<file path="config.mk">
export PLATFORM = sky130hd
export DESIGN_NAME = alu_top_flat
export DESIGN_NICKNAME = d
export VERILOG_FILES = /design/src/rtl/alu_pkg.sv /design/src/rtl/alu_if.sv /design/src/rtl/alu_decoder.sv /design/src/rtl/alu_top.sv /design/src/flat_wrapper.sv
export SDC_FILE = /design/constraint.sdc
export NUM_CORES = 1
export LEC_CHECK = 0
export ABC_AREA = 1
export CAP_MARGIN = 20
export CORE_MARGIN = 2
export CORE_UTILIZATION = 40
export DETAILED_ROUTE_END_ITERATION = 8
export PLACE_DENSITY = 0.72
export SLEW_MARGIN = 10
export SYNTH_ARGS = -nofsm -noshare
export SYNTH_HDL_FRONTEND = slang
export SYNTH_SLANG_ARGS = --single-unit
export TNS_END_PERCENT = 50
</file>
<file path="constraint.sdc">
create_clock -name CLK -period 1.5 [get_ports CLK]
set_input_delay 0.15 -clock CLK [delete_from_list [all_inputs] [get_ports CLK]]
set_output_delay 0.15 -clock CLK [all_outputs]
set_load 0.03 [all_outputs]
</file>
<file path="src/rtl/alu_pkg.sv">
// alu_pkg: shared constants for the ALU slice.
//   DATA_WIDTH_DEF  default operand/result width
//   UNIT_*          ALU_FUN[3:2] unit-select codes
//   alu_op_e        the sixteen full opcodes
//   CMP_*_CODE      values registered on CMP_OUT when a compare holds
package alu_pkg;

    localparam int DATA_WIDTH_DEF = 16;

    localparam logic [1:0] UNIT_ARITH = 2'b00;
    localparam logic [1:0] UNIT_LOGIC = 2'b01;
    localparam logic [1:0] UNIT_CMP   = 2'b10;
    localparam logic [1:0] UNIT_SHIFT = 2'b11;

    typedef enum logic [3:0] {
        OP_ADD  = 4'b0000,
        OP_SUB  = 4'b0001,
        OP_MUL  = 4'b0010,
        OP_DIV  = 4'b0011,
        OP_AND  = 4'b0100,
        OP_OR   = 4'b0101,
        OP_NAND = 4'b0110,
        OP_NOR  = 4'b0111,
        OP_NOP  = 4'b1000,
        OP_EQ   = 4'b1001,
        OP_GT   = 4'b1010,
        OP_LT   = 4'b1011,
        OP_SHRA = 4'b1100,
        OP_SHLA = 4'b1101,
        OP_SHRB = 4'b1110,
        OP_SHLB = 4'b1111
    } alu_op_e;

    localparam int CMP_EQ_CODE = 1;
    localparam int CMP_GT_CODE = 2;
    localparam int CMP_LT_CODE = 3;

endpackage

</file>
<file path="src/rtl/alu_if.sv">
// alu_if: operand/opcode bus into the ALU and the registered result bus out.
//   master: drives A, B, ALU_FUN; observes results and flags
//   slave : consumes A, B, ALU_FUN; drives results and flags
interface alu_if
    import alu_pkg::*;
#(
    parameter int DATA_WIDTH = DATA_WIDTH_DEF
);
    logic [DATA_WIDTH-1:0] A;
    logic [DATA_WIDTH-1:0] B;
    logic [3:0]            ALU_FUN;

    logic [DATA_WIDTH-1:0] Arith_OUT;
    logic                  Carry_OUT;
    logic                  Arith_Flag;
    logic [DATA_WIDTH-1:0] Logic_OUT;
    logic                  Logic_Flag;
    logic [DATA_WIDTH-1:0] Shift_OUT;
    logic                  Shift_Flag;
    logic [DATA_WIDTH-1:0] CMP_OUT;
    logic                  CMP_Flag;

    modport master (
        output A, B, ALU_FUN,
        input  Arith_OUT, Carry_OUT, Arith_Flag, Logic_OUT, Logic_Flag,
               Shift_OUT, Shift_Flag, CMP_OUT, CMP_Flag
    );

    modport slave (
        input  A, B, ALU_FUN,
        output Arith_OUT, Carry_OUT, Arith_Flag, Logic_OUT, Logic_Flag,
               Shift_OUT, Shift_Flag, CMP_OUT, CMP_Flag
    );
endinterface

</file>
<file path="src/rtl/alu_decoder.sv">
// alu_decoder: turns the unit-select field ALU_FUN[3:2] into four one-hot
// unit enables.
//   unit_sel  in   ALU_FUN[3:2]
//   arith_en, logic_en, cmp_en, shift_en  out  exactly one is high
module alu_decoder
    import alu_pkg::*;
(
    input  logic [1:0] unit_sel,
    output logic       arith_en,
    output logic       logic_en,
    output logic       cmp_en,
    output logic       shift_en
);
    assign arith_en = (unit_sel == UNIT_ARITH);
    assign logic_en = (unit_sel == UNIT_LOGIC);
    assign cmp_en   = (unit_sel == UNIT_CMP);
    assign shift_en = (unit_sel == UNIT_SHIFT);
endmodule

</file>
<file path="src/rtl/alu_top.sv">
// alu_top: single-cycle registered ALU with four units (arith, logic,
// compare, shift). Inputs sampled at a rising CLK edge produce results
// visible right after that edge; only the selected unit drives a non-zero
// result and raises its flag.
//   CLK  in  rising-edge clock
//   RST  in  asynchronous active-high reset, clears every output
//   bus  alu_if.slave  A/B/ALU_FUN in, results and flags out
module alu_top
    import alu_pkg::*;
#(
    parameter int DATA_WIDTH = DATA_WIDTH_DEF
) (
    input logic CLK,
    input logic RST,
    alu_if.slave bus
);
    logic arith_en, logic_en, cmp_en, shift_en;

    alu_decoder u_dec (
        .unit_sel (bus.ALU_FUN[3:2]),
        .arith_en (arith_en),
        .logic_en (logic_en),
        .cmp_en   (cmp_en),
        .shift_en (shift_en)
    );

    logic [DATA_WIDTH-1:0] a, b;
    assign a = bus.A;
    assign b = bus.B;

    // One extra bit keeps the add carry-out and the subtract borrow; the
    // borrow bit of the zero-extended difference is set exactly when a < b.
    logic [DATA_WIDTH:0] add_full, sub_full;
    assign add_full = {1'b0, a} + {1'b0, b};
    assign sub_full = {1'b0, a} - {1'b0, b};

    logic [DATA_WIDTH-1:0] arith_d, logic_d, cmp_d, shift_d;
    logic                  carry_d;

    always_comb begin
        arith_d = '0;
        carry_d = 1'b0;
        logic_d = '0;
        cmp_d   = '0;
        shift_d = '0;
        case (bus.ALU_FUN)
            OP_ADD:  {carry_d, arith_d} = add_full;
            OP_SUB:  {carry_d, arith_d} = sub_full;
            OP_MUL:  arith_d = a * b;
            OP_DIV:  arith_d = (b == '0) ? '0 : a / b;
            OP_AND:  logic_d = a & b;
            OP_OR:   logic_d = a | b;
            OP_NAND: logic_d = ~(a & b);
            OP_NOR:  logic_d = ~(a | b);
            OP_NOP:  cmp_d = '0;
            OP_EQ:   cmp_d = (a == b) ? DATA_WIDTH'(CMP_EQ_CODE) : '0;
            OP_GT:   cmp_d = (a > b)  ? DATA_WIDTH'(CMP_GT_CODE) : '0;
            OP_LT:   cmp_d = (a < b)  ? DATA_WIDTH'(CMP_LT_CODE) : '0;
            OP_SHRA: shift_d = a >> 1;
            OP_SHLA: shift_d = a << 1;
            OP_SHRB: shift_d = b >> 1;
            OP_SHLB: shift_d = b << 1;
            default: ;
        endcase
    end

    always_ff @(posedge CLK or posedge RST) begin
        if (RST) begin
            bus.Arith_OUT  <= '0;
            bus.Carry_OUT  <= 1'b0;
            bus.Arith_Flag <= 1'b0;
            bus.Logic_OUT  <= '0;
            bus.Logic_Flag <= 1'b0;
            bus.CMP_OUT    <= '0;
            bus.CMP_Flag   <= 1'b0;
            bus.Shift_OUT  <= '0;
            bus.Shift_Flag <= 1'b0;
        end else begin
            bus.Arith_OUT  <= arith_d;
            bus.Carry_OUT  <= carry_d;
            bus.Arith_Flag <= arith_en;
            bus.Logic_OUT  <= logic_d;
            bus.Logic_Flag <= logic_en;
            bus.CMP_OUT    <= cmp_d;
            bus.CMP_Flag   <= cmp_en;
            bus.Shift_OUT  <= shift_d;
            bus.Shift_Flag <= shift_en;
        end
    end
endmodule

</file>
<file path="src/flat_wrapper.sv">
// flat-port wrapper written by rule: the top's interface ports become plain ports
module alu_top_flat import alu_pkg::*;
#(
    parameter int DATA_WIDTH = DATA_WIDTH_DEF
)
  (CLK, RST, bus_A, bus_B, bus_ALU_FUN, bus_Arith_OUT, bus_Carry_OUT, bus_Arith_Flag, bus_Logic_OUT, bus_Logic_Flag, bus_Shift_OUT, bus_Shift_Flag, bus_CMP_OUT, bus_CMP_Flag);
  alu_if #(.DATA_WIDTH(DATA_WIDTH)) bus_i ();
  input logic CLK;
  input logic RST;
  input wire logic [$bits(bus_i.A)-1:0] bus_A;
  input wire logic [$bits(bus_i.B)-1:0] bus_B;
  input wire logic [$bits(bus_i.ALU_FUN)-1:0] bus_ALU_FUN;
  output wire logic [$bits(bus_i.Arith_OUT)-1:0] bus_Arith_OUT;
  output wire logic [$bits(bus_i.Carry_OUT)-1:0] bus_Carry_OUT;
  output wire logic [$bits(bus_i.Arith_Flag)-1:0] bus_Arith_Flag;
  output wire logic [$bits(bus_i.Logic_OUT)-1:0] bus_Logic_OUT;
  output wire logic [$bits(bus_i.Logic_Flag)-1:0] bus_Logic_Flag;
  output wire logic [$bits(bus_i.Shift_OUT)-1:0] bus_Shift_OUT;
  output wire logic [$bits(bus_i.Shift_Flag)-1:0] bus_Shift_Flag;
  output wire logic [$bits(bus_i.CMP_OUT)-1:0] bus_CMP_OUT;
  output wire logic [$bits(bus_i.CMP_Flag)-1:0] bus_CMP_Flag;
  assign bus_i.A = bus_A;
  assign bus_i.B = bus_B;
  assign bus_i.ALU_FUN = bus_ALU_FUN;
  assign bus_Arith_OUT = bus_i.Arith_OUT;
  assign bus_Carry_OUT = bus_i.Carry_OUT;
  assign bus_Arith_Flag = bus_i.Arith_Flag;
  assign bus_Logic_OUT = bus_i.Logic_OUT;
  assign bus_Logic_Flag = bus_i.Logic_Flag;
  assign bus_Shift_OUT = bus_i.Shift_OUT;
  assign bus_Shift_Flag = bus_i.Shift_Flag;
  assign bus_CMP_OUT = bus_i.CMP_OUT;
  assign bus_CMP_Flag = bus_i.CMP_Flag;
  alu_top #(.DATA_WIDTH(DATA_WIDTH)) u_core (.CLK(CLK), .RST(RST), .bus(bus_i));
endmodule
</file>
* Yosys cells after proc, flatten, opt, wreduce, memory -nomap -nowiden
Cells that the tools add are included.
** Operators by class
- Order comparisons :: 2
- Bitwise logic cells :: 4
- Eq/ne operators :: 18
- Div/mod/pow operators :: 1
- Mux-type cells :: 9
- $add $sub $neg :: 2
- Reduce and logical (&&, ||, !) cells :: 3
- $mul :: 1
** Operators with widths (count)
- $pmux W16 S4 :: 3
- $pmux W16 S3 :: 1
- $not A16 Y16 :: 2
- $eq A4 B4 Y1 const B :: 7
- $add A16 B16 Y17 :: 1
- $sub A16 B16 Y17 :: 1
- $and A16 B16 Y16 :: 1
- $div A16 B16 Y16 :: 1
- $eq A16 B16 Y1 :: 1
- $eq A4 B3 Y1 const B :: 4
- $gt A16 B16 Y1 :: 1
- $logic_not A16 Y1 :: 1
- $lt A16 B16 Y1 :: 1
- $mul A16 B16 Y16 :: 1
- $mux W16 :: 1
- $or A16 B16 Y16 :: 1
- $eq A4 B2 Y1 const B :: 2
- $eq A2 B2 Y1 const B :: 2
- $eq A4 B1 Y1 const B :: 1
- $logic_not A4 Y1 :: 1
- $mux W2 :: 2
- $eq A2 B1 Y1 const B :: 1
- $logic_not A2 Y1 :: 1
- $pmux W1 S2 :: 1
- $mux W1 :: 1
** Storage, ports and cells
- Output and inout bits :: 69
- Flip-flop bits (word level) :: 69
- Logic and storage cells :: 49

* Logic depth before layout (Yosys ltp)
- Depth in word-level cells :: 3
- Depth in mapped cells :: 206
- Depth with buffers taken out :: 203

* Hierarchy
From an unflattened synthesis, not the netlist that was laid out.
** Unflattened totals
- Cell total of the unflattened synthesis :: 2344
- Area, all modules :: 15751.4 um^2
** By module, submodules not included
- alu_top :: cells an instance 2337, area an instance 15725.1 um^2, instances 1, seq. area each 1376.3 um^2
- alu_decoder :: cells an instance 7, area an instance 26.3 um^2, instances 1, seq. area each 0.0 um^2

* Worst setup path after synthesis
OpenSTA, ideal clock, no wires.
- Kind :: input to register
- Start :: input port bus_B[0]
- End :: register u_core.bus.Arith_OUT[0]
- Data required time :: 1373 ps
- Cell stages on the path :: 196
- Path slack :: -20758 ps
- Buffers on the path :: 6
- Arrival :: 22131 ps
- Setup time :: 127 ps
- Path through :: inv_1 > ha_1 > inv_1 > nor2_1 > nand2_1 > nor2_1 > o21ai_1 > nand3_1 > and2_1 > ha_1 > nand2_1 > inv_1 > nand2_1 > nor2_1 > nand3_1 > nor2_1 > nor2_1 > nand3_1 > (+160 left out) > nand2_1 > nand3_1 > inv_1 > buf_2 > o21ai_0 > ha_1 > a21oi_1 > nor2_1 > o21a_1 > o21a_1 > o21a_1 > o21ai_0 > nand2_1 > a21oi_1 > o211a_1 > o21ai_0 > a22oi_1 > a21oi_1
** Between the ends
- Cells in the longest elaborated chain, start to end :: 3
- Elaborated cells on any way between the ends :: 7
- Classes of those cells :: 2 x add/sub; 1 x mul; 1 x div; 2 x mux; 1 x reduce/logical
** Ends and longest elaborated chain
- start: declaration :: line flat_wrapper.sv:11 : input wire logic [$bits(bus_i.B)-1:0] bus_B;
- $div A16 B16 Y16 or $logic_not A16 Y1 (tied branches) :: line alu_top.sv:50 : OP_DIV: arith_d = (b == '0) ? '0 : a / b;
- $mux W16 :: line alu_top.sv:50
- $pmux W16 S4 * :: line alu_top.sv:46 : case (bus.ALU_FUN)
- via u_core.arith_d[0] :: line alu_top.sv:37 : logic [DATA_WIDTH-1:0] arith_d, logic_d, cmp_d, shift_d;
- end signal: assignment :: line alu_top.sv:79 : bus.Arith_OUT <= arith_d;
- end: declaration :: line alu_if.sv:31 : output Arith_OUT, Carry_OUT, Arith_Flag, Logic_OUT, Logic_Flag,
Mark *: on every way through the listed nets, which the timed path passes. The rest lies on a longest branch.

* Final worst setup path
Ends and elaborated chain as after synthesis.

==> results_tabular.tex <==
\begin{tabular}{lr}
\hline
Metric & Value \\
\hline
\multicolumn{2}{l}{\textbf{Status}} \\
Result of the run & complete, but fails checks \\
Violated checks & setup timing \\
\multicolumn{2}{l}{\textbf{Cells and area}} \\
Proportion of layout cells with a drive suffix above 1 & 46.0\% \\
Number of nets at the end of the flow & 3550 \\
Utilization after layout & 68.9\% \\
Sequential cell area in the final layout & 1380 um\^{}2 \\
Number of standard cells in the layout, taps in and fillers out & 3715 \\
Final-layout fill cell count & 2727 \\
Synth-to-layout area growth & 70.8\% \\
Area occupied by multi-input gates & 14700 um\^{}2 \\
\multicolumn{2}{l}{\textbf{Synth}} \\
Register bit count reported by yosys & 55 \\
Warnings from Yosys & 0 \\
Leading cell type by number of instances after synthesis & nand2\_1 \\
Proportion of synthesized flip-flops having asynchronous set or reset & 100\% \\
Post-Synthesis Cells & 2308 \\
Top FF cell, synth & dfrtp\_1 \\
Leading cell types by total area after synthesis & ha\_1 19\%, nand2\_1 13\%, fa\_1 11\% \\
Number of synthesized flops with an enable pin & 0 \\
Post-synthesis cell type count & 65 \\
Synth top cells by count & 551 x nand2\_1, 421 x inv\_1, 236 x ha\_1 \\
Synthesized area & 15500 um\^{}2 \\
Post-synth top area share & 19.0\% \\
Mean cell area of the mapped netlist & 6.72 um\^{}2 \\
Cell type contributing the most total cell area after synthesis & ha\_1 \\
Sequential element share of the synthesized area & 8.87\% \\
\multicolumn{2}{l}{\textbf{Clocking}} \\
CTS tree & built \\
Max H-tree Level & 2 \\
Total CTS buffers & 5 \\
Post-CTS clock slew at the launch and capture registers of the worst setup and hold paths & 0.10 ns \\
Sinks on Clock Net & 55 \\
\# hold bufs at CTS & 0 \\
Number of buffers on the longest clock path & 2 \\
CTS Root Cell & clkbuf\_16 \\
\multicolumn{2}{l}{\textbf{Worst setup path}} \\
Stage delay of the slowest cell on the critical path & 0.36 ns \\
Maximum fanout along the worst path & 11 \\
CP startpoint kind & input port \\
Arrival time at the worst endpoint & 22.68 ns \\
Cell type of the slowest stage on the worst timing path & nor4\_4 \\
Library cell appearing most often on the critical path & nand2\_2 \\
Required time at the worst-slack endpoint & 1.70 ns \\
Setup Crit Path Kind & input port to flip-flop \\
Critical path capture point type & flip-flop \\
\multicolumn{2}{l}{\textbf{Drt}} \\
Total iterations of the first detailed-routing run & 6 \\
Total via count in the routed design & 20300 \\
Final wirelength & 74900 um \\
WL/cell & 20.2 um \\
Total DRC errors in the routed layout & 0 \\
Antenna-violating nets left & 0 \\
Mean number of vias per cell & 5.47 \\
Starting DRT DRC Count & 1626 \\
\multicolumn{2}{l}{\textbf{Worst hold path}} \\
Hold crit path type & input port to asynchronous set/reset pin \\
\multicolumn{2}{l}{\textbf{GRT}} \\
Total track usage & 33.5\% \\
GR Overflow Total & 0 \\
Largest net degree at the start of global routing & 56 \\
Antenna violations before repair & 2 \\
Wire length of the first global-routing pass & 106000 um \\
Vias in the first global route & 20200 \\
\multicolumn{2}{l}{\textbf{Die}} \\
X dimension of the die & 201 um \\
Initial standard-cell utilization of the core & 40.3\% \\
Core footprint & 38500 um\^{}2 \\
Cell Rows & 72 \\
Overall die area & 40400 um\^{}2 \\
Die boundary height & 201 um \\
IO Count & 107 \\
\multicolumn{2}{l}{\textbf{STA}} \\
Crit share post-route & 1500\% \\
Tightest slew margin relative to the limit & 64.5\% \\
Final setup slack of the worst path & -20.98 ns \\
Final Setup Violations & 22 \\
Transition time of the tightest slew-check pin & 0.527 ns \\
Final Hold Violating Endpoints & 0 \\
Max Slew Vio Count & 0 \\
RSZ-0062 raised after global routing & yes \\
Highest clock rate & 0.0445 GHz \\
Final Critical Period & 22.48 ns \\
Post-Route Setup TNS & -167.17 ns \\
\multicolumn{2}{l}{\textbf{Placed design}} \\
\# port buffers & 92 \\
Setup Slack @ Placement & -21.90 ns \\
DP Wirelength & 50000 um \\
Final weighted congestion of routability-driven global placement & 0.988 \\
Post-placement cell count & 3508 \\
\multicolumn{2}{l}{\textbf{Power}} \\
Switching share of power & 48.7\% \\
Part of the power in combinational logic & 85.9\% \\
Fraction of power consumed by sequential logic & 7.8\% \\
Power after layout & 0.0218 W \\
Power density over the cells & 821 nW/um\^{}2 \\
Maximum vdd drop & 0.981 mV \\
Power Internal & 0.0112 W \\
Pleak & 14.2 nW \\
Net load switching power & 0.0106 W \\
Clock network fraction of total power & 6.3\% \\
\multicolumn{2}{l}{\textbf{Job}} \\
Max capacitance violation total & 0 \\
\hline
\end{tabular}
-- stage by stage --
stage / hold WS [ns] / instance area, um^2
detailed placement: 0.581 / 22300
finish: 0.200 / 26500
global placement: 0.561 / 22300
floorplan: 0.233 / 16200
global route: 0.254 / 26500
CTS: 0.237 / 24700
-- power groups by stage --
stage | Sequential [W] | Combinational (W) | Clock [W]
after floorplan | 0.00199 | 0.00822 | 0
after global placement | 0.00172 | 0.0135 | 0
after detailed placement | 0.00172 | 0.0141 | 0
after CTS | 0.00169 | 0.0160 | 0.00137
after global routing | 0.00171 | 0.0202 | 0.00139
final | 0.00170 | 0.0187 | 0.00137
-- cell usage in the layout, fill, tap and decap left out, types with 46 or more instances in the layout --
cell and n:
fa_1 77, inv_1 349, dfrtp_1 55, inv_2 69
ha_4 76, nand3_1 94, xor2_1 47, nand2_1 445
nor2_1 100, ha_1 154, a21oi_1 59, buf_4 771
buf_6 46, nand2_2 117
-- logic make-up (layout without fill, tap and decap cells) --
group / count (synthesis) / in the layout / share of synthesized area (%)
buf+inv: 523 / 1395 / 13.4
fa+ha+maj: 318 / 318 / 29.6
other cells: 1 / 16 / 0.0242
flops: 55 / 55 / 8.87
simple gates: 975 / 977 / 28.2
mux: 3 / 3 / 0.194
compound gates: 347 / 347 / 14.8
xor+xnor: 86 / 86 / 4.85
-- what timing repair did --
item,4_1_cts,5_1_grt
pin swaps,173,244
setup endpoints to repair,56,60
buffers inserted,117,77
resized for setup,395,328
cloned,5,2
-- path summary, 6_finish.rpt --
check / start / endpoint / slack (ns)
worst max-delay path: bus_B[0] / u_core.bus.Arith_OUT[0] / -20.98
worst min-delay path: RST / u_core.bus.CMP_Flag / 0.20
max in group asynchronous: RST / u_core.bus.Shift_Flag / 0.97
min in group CLK: bus_ALU_FUN[2] / u_core.bus.Arith_Flag / 0.24
-- state kept, by name, summed over array words and instances (netlist names) --
signal	count
u_core.bus.Arith_OUT	16
u_core.bus.Logic_OUT	16
u_core.bus.Shift_OUT	16
u_core.bus.CMP_OUT	2
u_core.bus.Arith_Flag	1
u_core.bus.CMP_Flag	1
u_core.bus.Carry_OUT	1
u_core.bus.Logic_Flag	1
u_core.bus.Shift_Flag	1
-- routing by layer --
| layer | global-route usage (%) | wire, um | up-vias | share of wire [%] |
|---|---|---|---|---|
| met5 | 0 | 86 | - | 0.11 |
| met4 | 21.4 | 6030 | 4 | 8.1 |
| met3 | 5.34 | 6800 | 387 | 9.1 |
| met2 | 56.4 | 34500 | 1147 | 46 |
| met1 | 39.8 | 27400 | 9637 | 37 |
| li1 | - | - | 9164 | - |
-- critical path, delay by kind of cell --
kind / cells / cell delay [ns]
AND/OR/NAND/NOR: 98 / 9.22
buffers and inverters: 23 / 2.10
AO/OA/AOI/OAI: 46 / 6.60
adder cells (fa/ha/maj): 16 / 4.58
-- cell type report --
type                       count  area share (%)
multi-input combinational   1745            55.5
timing repair buffer         943            29.6
inverter                     442            6.56
sequential                    55            5.19
tap                          518            2.44
clock buffer                   5           0.472
clock inverter                 3           0.127
timing repair inverter         2          0.0519
antenna                        2          0.0189
No activity file was read; power rests on OpenSTA's default activity.
